[src/rtl/adsb_pkg.sv]
// ============================================================================
// Module : adsb_pkg
// Shared constants, header layout and helpers for the ADS-B config path.
// Rev    : 1.0  initial release
// ============================================================================
`default_nettype none

package adsb_pkg;

   localparam logic [15:0] adsb_config_magic      = 16'hAD5B;
   localparam logic [7:0]  ADSB_CFG_MSG_CONTROL   = 8'h01;
   localparam logic [7:0]  ADSB_CFG_MSG_THRESHOLD = 8'h02;

   // CONTROL payload bit positions
   localparam int ADSB_CTRL_ENABLE_BIT   = 0;
   localparam int ADSB_CTRL_SOFT_RST_BIT = 8;

   // Header word plus payload word
   localparam int adsb_config_width = 64;

   typedef struct packed {
      logic [15:0] magic;
      logic [7:0]  module_id;
      logic [7:0]  msg_type;
   } adsb_config_header_t;

   function automatic logic [15:0] adsb_sat_inc(input logic [15:0] v);
      return (v == 16'hFFFF) ? v : v + 16'd1;
   endfunction

endpackage

`default_nettype wire

[src/rtl/adsb_pulse_timer.sv]
// ============================================================================
// Module : adsb_pulse_timer
// Reloadable down-counter; pulse is high while the count is non-zero.
// Rev    : 1.0  initial release
// ============================================================================
`default_nettype none

module adsb_pulse_timer #(
   parameter int                    CNT_WIDTH  = 8,
   parameter logic [CNT_WIDTH-1:0]  LOAD_VALUE = 8'd16
) (
   input  logic clk,
   input  logic rst_n,
   input  logic load,
   output logic pulse
);

   logic [CNT_WIDTH-1:0] r_count;

   // A load during an active pulse restarts the full length
   always_ff @(posedge clk or negedge rst_n) begin
      if (!rst_n) begin
         r_count <= '0;
      end else if (load) begin
         r_count <= LOAD_VALUE;
      end else if (r_count != '0) begin
         r_count <= r_count - 1'b1;
      end
   end

   assign pulse = (r_count != '0);

endmodule

`default_nettype wire

[src/rtl/adsb_config_controller.sv]
// ============================================================================
// Module : adsb_config_controller
// Decodes 2-word AXI-stream config messages into demodulator control regs.
// Optional status counters enabled by macro ADSB_CONFIG_STATUS_EN.
// Rev    : 1.0  initial release
// ============================================================================
`default_nettype none

module adsb_config_controller
   import adsb_pkg::*;
#(
   parameter logic [7:0]                 MODULE_ID         = 8'h01,
   parameter int                         AXI_DATA_WIDTH    = 32,
   parameter int                         THRESHOLD_WIDTH   = 16,
   parameter logic [THRESHOLD_WIDTH-1:0] THRESHOLD_DEFAULT = 16'h0100,
   parameter int                         DEMOD_RST_CYCLES  = 16
) (
   input  logic                       S_axis_clk,
   input  logic                       S_axis_resetn,
   input  logic                       S_axis_valid,
   output logic                       S_axis_ready,
   input  logic [AXI_DATA_WIDTH-1:0]  S_axis_data,
   input  logic                       S_axis_last,
   output logic                       Demod_enable,
   output logic [THRESHOLD_WIDTH-1:0] Demod_threshold,
   output logic                       Demod_soft_rst,
   output logic [15:0]                Cfg_msg_count,
   output logic [15:0]                Cfg_err_count
);

   localparam logic [1:0] S_HEADER  = 2'd0;
   localparam logic [1:0] S_PAYLOAD = 2'd1;
   localparam logic [1:0] S_DRAIN   = 2'd2;
   localparam logic [1:0] S_APPLY   = 2'd3;

   logic [1:0]                 r_state;
   logic [1:0]                 w_state_nxt;
   logic                       r_ready_en;
   logic                       w_ready;
   logic                       w_accept;
   logic                       w_magic_ok;
   logic                       w_id_ok;
   logic                       w_hdr_latch;
   logic                       w_pay_latch;
   logic                       w_apply;
   logic                       w_err_inc;
   logic                       w_srst_load;
   logic                       w_soft_rst;
   adsb_config_header_t        w_hdr;

   logic [7:0]                 r_msg_type;
   logic                       r_pay_enable;
   logic                       r_pay_srst;
   logic [THRESHOLD_WIDTH-1:0] r_pay_thresh;
   logic                       r_enable;
   logic [THRESHOLD_WIDTH-1:0] r_threshold;

   assign w_hdr      = S_axis_data;
   assign w_magic_ok = (w_hdr.magic == adsb_config_magic);
   assign w_id_ok    = (w_hdr.module_id == MODULE_ID);
   assign w_accept   = S_axis_valid && w_ready;

   // State register
   always_ff @(posedge S_axis_clk or negedge S_axis_resetn) begin
      if (!S_axis_resetn) begin
         r_state    <= S_HEADER;
         r_ready_en <= 1'b0;
      end else begin
         r_state    <= w_state_nxt;
         r_ready_en <= 1'b1;
      end
   end

   // Next-state logic
   always_comb begin
      w_state_nxt = r_state;
      case (r_state)
         S_HEADER: begin
            if (w_accept) begin
               if (S_axis_last)     w_state_nxt = S_HEADER;
               else if (!w_magic_ok) w_state_nxt = S_DRAIN;
               else if (!w_id_ok)    w_state_nxt = S_DRAIN;
               else                  w_state_nxt = S_PAYLOAD;
            end
         end
         S_PAYLOAD: begin
            if (w_accept) w_state_nxt = S_axis_last ? S_APPLY : S_DRAIN;
         end
         S_DRAIN: begin
            if (w_accept && S_axis_last) w_state_nxt = S_HEADER;
         end
         S_APPLY:  w_state_nxt = S_HEADER;
         default:  w_state_nxt = S_HEADER;
      endcase
   end

   // Output / strobe decode
   always_comb begin
      w_ready     = r_ready_en && (r_state != S_APPLY);
      w_hdr_latch = 1'b0;
      w_pay_latch = 1'b0;
      w_apply     = 1'b0;
      w_err_inc   = 1'b0;
      case (r_state)
         S_HEADER: begin
            w_hdr_latch = w_accept && !S_axis_last && w_magic_ok && w_id_ok;
            w_err_inc   = w_accept && (S_axis_last || !w_magic_ok);
         end
         S_PAYLOAD: begin
            w_pay_latch = w_accept && S_axis_last;
            w_err_inc   = w_accept && !S_axis_last;
         end
         S_APPLY:  w_apply = 1'b1;
         default: ;
      endcase
   end

   assign S_axis_ready = w_ready;

   always_ff @(posedge S_axis_clk or negedge S_axis_resetn) begin
      if (!S_axis_resetn) begin
         r_msg_type   <= '0;
         r_pay_enable <= 1'b0;
         r_pay_srst   <= 1'b0;
         r_pay_thresh <= '0;
         r_enable     <= 1'b0;
         r_threshold  <= THRESHOLD_DEFAULT;
      end else begin
         if (w_hdr_latch) r_msg_type <= w_hdr.msg_type;
         if (w_pay_latch) begin
            r_pay_enable <= S_axis_data[ADSB_CTRL_ENABLE_BIT];
            r_pay_srst   <= S_axis_data[ADSB_CTRL_SOFT_RST_BIT];
            r_pay_thresh <= S_axis_data[THRESHOLD_WIDTH-1:0];
         end
         if (w_apply && (r_msg_type == ADSB_CFG_MSG_CONTROL))   r_enable    <= r_pay_enable;
         if (w_apply && (r_msg_type == ADSB_CFG_MSG_THRESHOLD)) r_threshold <= r_pay_thresh;
      end
   end

   assign w_srst_load = w_apply && (r_msg_type == ADSB_CFG_MSG_CONTROL) && r_pay_srst;

   adsb_pulse_timer #(
      .CNT_WIDTH  (8),
      .LOAD_VALUE (8'(DEMOD_RST_CYCLES))
   ) u_pulse_timer (
      .clk   (S_axis_clk),
      .rst_n (S_axis_resetn),
      .load  (w_srst_load),
      .pulse (w_soft_rst)
   );

   // The enable register keeps its value; only the output is masked
   assign Demod_enable    = r_enable && !w_soft_rst;
   assign Demod_threshold = r_threshold;
   assign Demod_soft_rst  = w_soft_rst;

`ifdef ADSB_CONFIG_STATUS_EN
   logic [15:0] r_msg_count;
   logic [15:0] r_err_count;

   always_ff @(posedge S_axis_clk or negedge S_axis_resetn) begin
      if (!S_axis_resetn) begin
         r_msg_count <= '0;
         r_err_count <= '0;
      end else begin
         if (w_apply)   r_msg_count <= adsb_sat_inc(r_msg_count);
         if (w_err_inc) r_err_count <= adsb_sat_inc(r_err_count);
      end
   end

   assign Cfg_msg_count = r_msg_count;
   assign Cfg_err_count = r_err_count;
`else
   logic w_unused_err;
   assign w_unused_err  = w_err_inc;
   assign Cfg_msg_count = '0;
   assign Cfg_err_count = '0;
`endif

endmodule

`default_nettype wire
[config.mk]
export PLATFORM = sky130hd
export DESIGN_NAME = adsb_config_controller
export DESIGN_NICKNAME = d
export VERILOG_FILES = /design/src/rtl/adsb_pkg.sv /design/src/rtl/adsb_pulse_timer.sv /design/src/rtl/adsb_config_controller.sv
export SDC_FILE = /design/constraint.sdc
export NUM_CORES = 1
export LEC_CHECK = 0
export CAP_MARGIN = 20
export CORE_MARGIN = 2
export CORE_UTILIZATION = 41
export CTS_CLUSTER_DIAMETER = 40
export DETAILED_ROUTE_END_ITERATION = 12
export GPL_TIMING_DRIVEN = 0
export MAX_ROUTING_LAYER = met4
export PLACE_DENSITY = 0.73
export SYNTH_ARGS = -nofsm -noshare
export SYNTH_HDL_FRONTEND = slang
export SYNTH_SLANG_ARGS = --single-unit
[constraint.sdc]
create_clock -name S_axis_clk -period 1.8 [get_ports S_axis_clk]
set_input_delay 0.45 -clock S_axis_clk [delete_from_list [all_inputs] [get_ports S_axis_clk]]
set_output_delay 0.45 -clock S_axis_clk [all_outputs]
set_load 0.005 [all_outputs]
==> reports/results.txt <==
Status: finished with violations
Failing checks: negative setup slack
Synth async-reset ratio: 100%
CP Class: register to register
HPWL after detailed placement: 3530 um
Initial drt markers: 42
Average wire per standard cell: 13.5 um
Reg area: 0.00131 mm^2
Register area share after synthesis: 51.4%
Element type at the critical path end: register
Hold Fails Final Rpt: 0
Post-route insts no fill: 395
Worst reg2reg endpoint: u_pulse_timer.r_count[4]
Cells after Synth: 197
Most frequent cells in the layout: buf_4, dfrtp_1, conb_1
M1 WL: 2150 um
Top cells by area, synth: dfrtp_1, mux2_2, buf_4, mux2_4, nor4_4
WP data required: 2040 ps
Via count: 1842
Min Tclk post-route: 1910 ps
Reg-to-Reg Start: r_msg_type[6]
Met3 WL: 366 um
Layout Nets: 357
Routed Antenna Nets: 0
Vias in the first global route: 1812
Clock Sink Count: 52
Die Y: 82.6 um
Initial core utilization: 42.5%
Area leader, netlist: dfrtp_1
I/O pin count: 87
Die area: 0.00682 mm^2
Hold Slack: 68.6 ps
Root Driver: clkbuf_8
Max-slew violation count: 0
Lkg Pwr: 2.06 nW
Distinct cell type count after synthesis: 35
Die width: 82.6 um
Setup violators final: 35
Core Rows: 28
Power per cell area: 573 mW/mm^2
Fillers: 492
Multi-input logic area: 0.00122 mm^2
Total grt overflow: 0
Period Utilization, post-route: 106%
#FFs+latches synth: 52
CP Launch Type: register
Final wirelength: 5350 um
CTS max path bufs: 2
Crit path launch: r_msg_type[6]
Setup ws final: -106 ps
Avg Inst Size Synth: 12.9 um^2
Cell area after layout: 0.00379 mm^2
Global-route usage over all layers: 17.0%
Layout cells sized above 1: 46.3%
Antenna violations before repair: 0
Drt pass-1 iters: 4
Crit path max fanout: 8
RSZ-0062 raised after global routing: yes
Commonest non-fill, non-tap cell in the layout: buf_4
Syn. warnings: 0
CTS buffer count: 5
Post-synth EDFFs: 0
DP Area: 0.00332 mm^2
Worst Path Arrival: 2140 ps
Ys flop type: dfrtp_1
Mapped Area: 0.00253 mm^2
Power Total: 2.17 mW
Clock-pin slew on the worst setup and hold paths: 100 ps
DR top layer: met4
CTS tree: yes
Max_cap viols: 0
Cts hold-fix bufs: 0
Pin count of the biggest net entering global routing: 37
H-tree Lvls: 2
Met2 wire len: 2790 um
Area growth from synthesis to layout: 49.8%
R2R depth: 6
Layout Skew: 8.80 ps
Global placer's final weighted congestion: 0.773
DRC Markers: 0
Antenna diode count: 0
First-pass GRT wire length: 8500 um
Core Area: 0.00596 mm^2
Synth top area share: 50.4%
Placed Cells: 358
Skew-Pair Late Insertion Delay: 300 ps
Worst VDD drop: 0.328 mV
Routed vias/inst: 4.66
Worst hold-check path type: input pin to async pin
PortBufs: 54
FMAX: 525 MHz
Setup slack, reg-to-reg: -110 ps
## per-stage QoR
step	utilization [%]	setup WS (ps)	TNS (ps)
after floorplan	-	-56.4	-888
final	63.7	-106	-2380
after CTS	60.9	-162	-4210
after detailed placement	55.7	-737	-18460
after global placement	55.5	-1240	-80920
after global routing	63.7	-167	-4660
## layout make-up
cell class | instances | share of cell area, %
sequential | 52 | 34.5
multi-input combinational | 138 | 32.2
timing repair buffer | 84 | 20.3
buffer | 35 | 7.35
tap | 75 | 2.47
clock buffer | 6 | 1.91
clock inverter | 2 | 0.923
inverter | 3 | 0.297
## Yosys cell counts (2+ instances only)
cell type / number
dfrtp_1: 51
buf_4: 32
mux2_2: 31
mux2_4: 10
nand2_1: 9
a21oi_1: 6
nor2_1: 6
or3_1: 5
nand3b_1: 4
inv_1: 3
nor2b_1: 3
nor3_1: 3
nor4_1: 3
nor4bb_1: 3
a211oi_1: 2
buf_2: 2
conb_1: 2
ha_1: 2
nand3_1: 2
nor4_4: 2
o21ai_0: 2
## routing by layer
metal | up-vias | track usage [%]
li1 | 871 | -
met1 | 887 | 20.3
met2 | 78 | 29.8
met3 | 6 | 3.26
met4 | 0 | 3.93
met5 | - | -
## flip-flops by register name (all words and copies together), names as in the netlist
register / flops
r_ready_en: 1
Demod_threshold: 16
r_enable: 1
r_msg_type: 8
r_state: 2
u_pulse_timer.r_count: 8
r_pay_thresh: 16
## kinds of logic after synthesis
kind of cell / share of synthesized area, %
and+or+nand+nor: 13.3
muxes: 20.1
AOI/OAI and AO/OA: 2.81
other: 0.296
adders and majority gates: 0.987
DFF: 51.4
xor gates and xnor gates: 0.346
buffers and inverters: 10.8
## worst max-delay path: stages (launching register included)
cell,delay (ps)
dfrtp_1,400
or4_4,550
nor4_4,240
buf_4,170
and4b_1,200
buf_6,160
a211o_1,110
## report_power, final
group / switching (mW) / internal [mW] / total [mW]
Sequential: 0.00366 / 1.17 / 1.18
Combinational: 0.0868 / 0.130 / 0.217
Clock: 0.370 / 0.413 / 0.783
Total: 0.460 / 1.71 / 2.17
## repair_timing
item / in CTS / in global routing
pin swaps: 15 / 14
setup endpoints to repair: 43 / 36
gates resized for setup: 44 / 31
setup buffers: 18 / 11
## worst max-delay path by stage
stage / endpoint
6_report: u_pulse_timer.r_count[4]
5_1_grt: Demod_threshold[5]
4_1_cts: Demod_threshold[5]
3_5_place_dp: r_msg_type[6]
3_3_place_gp: u_pulse_timer.r_count[4]
2_1_floorplan: Demod_threshold[0]
Power figures use the tool's default switching activity.
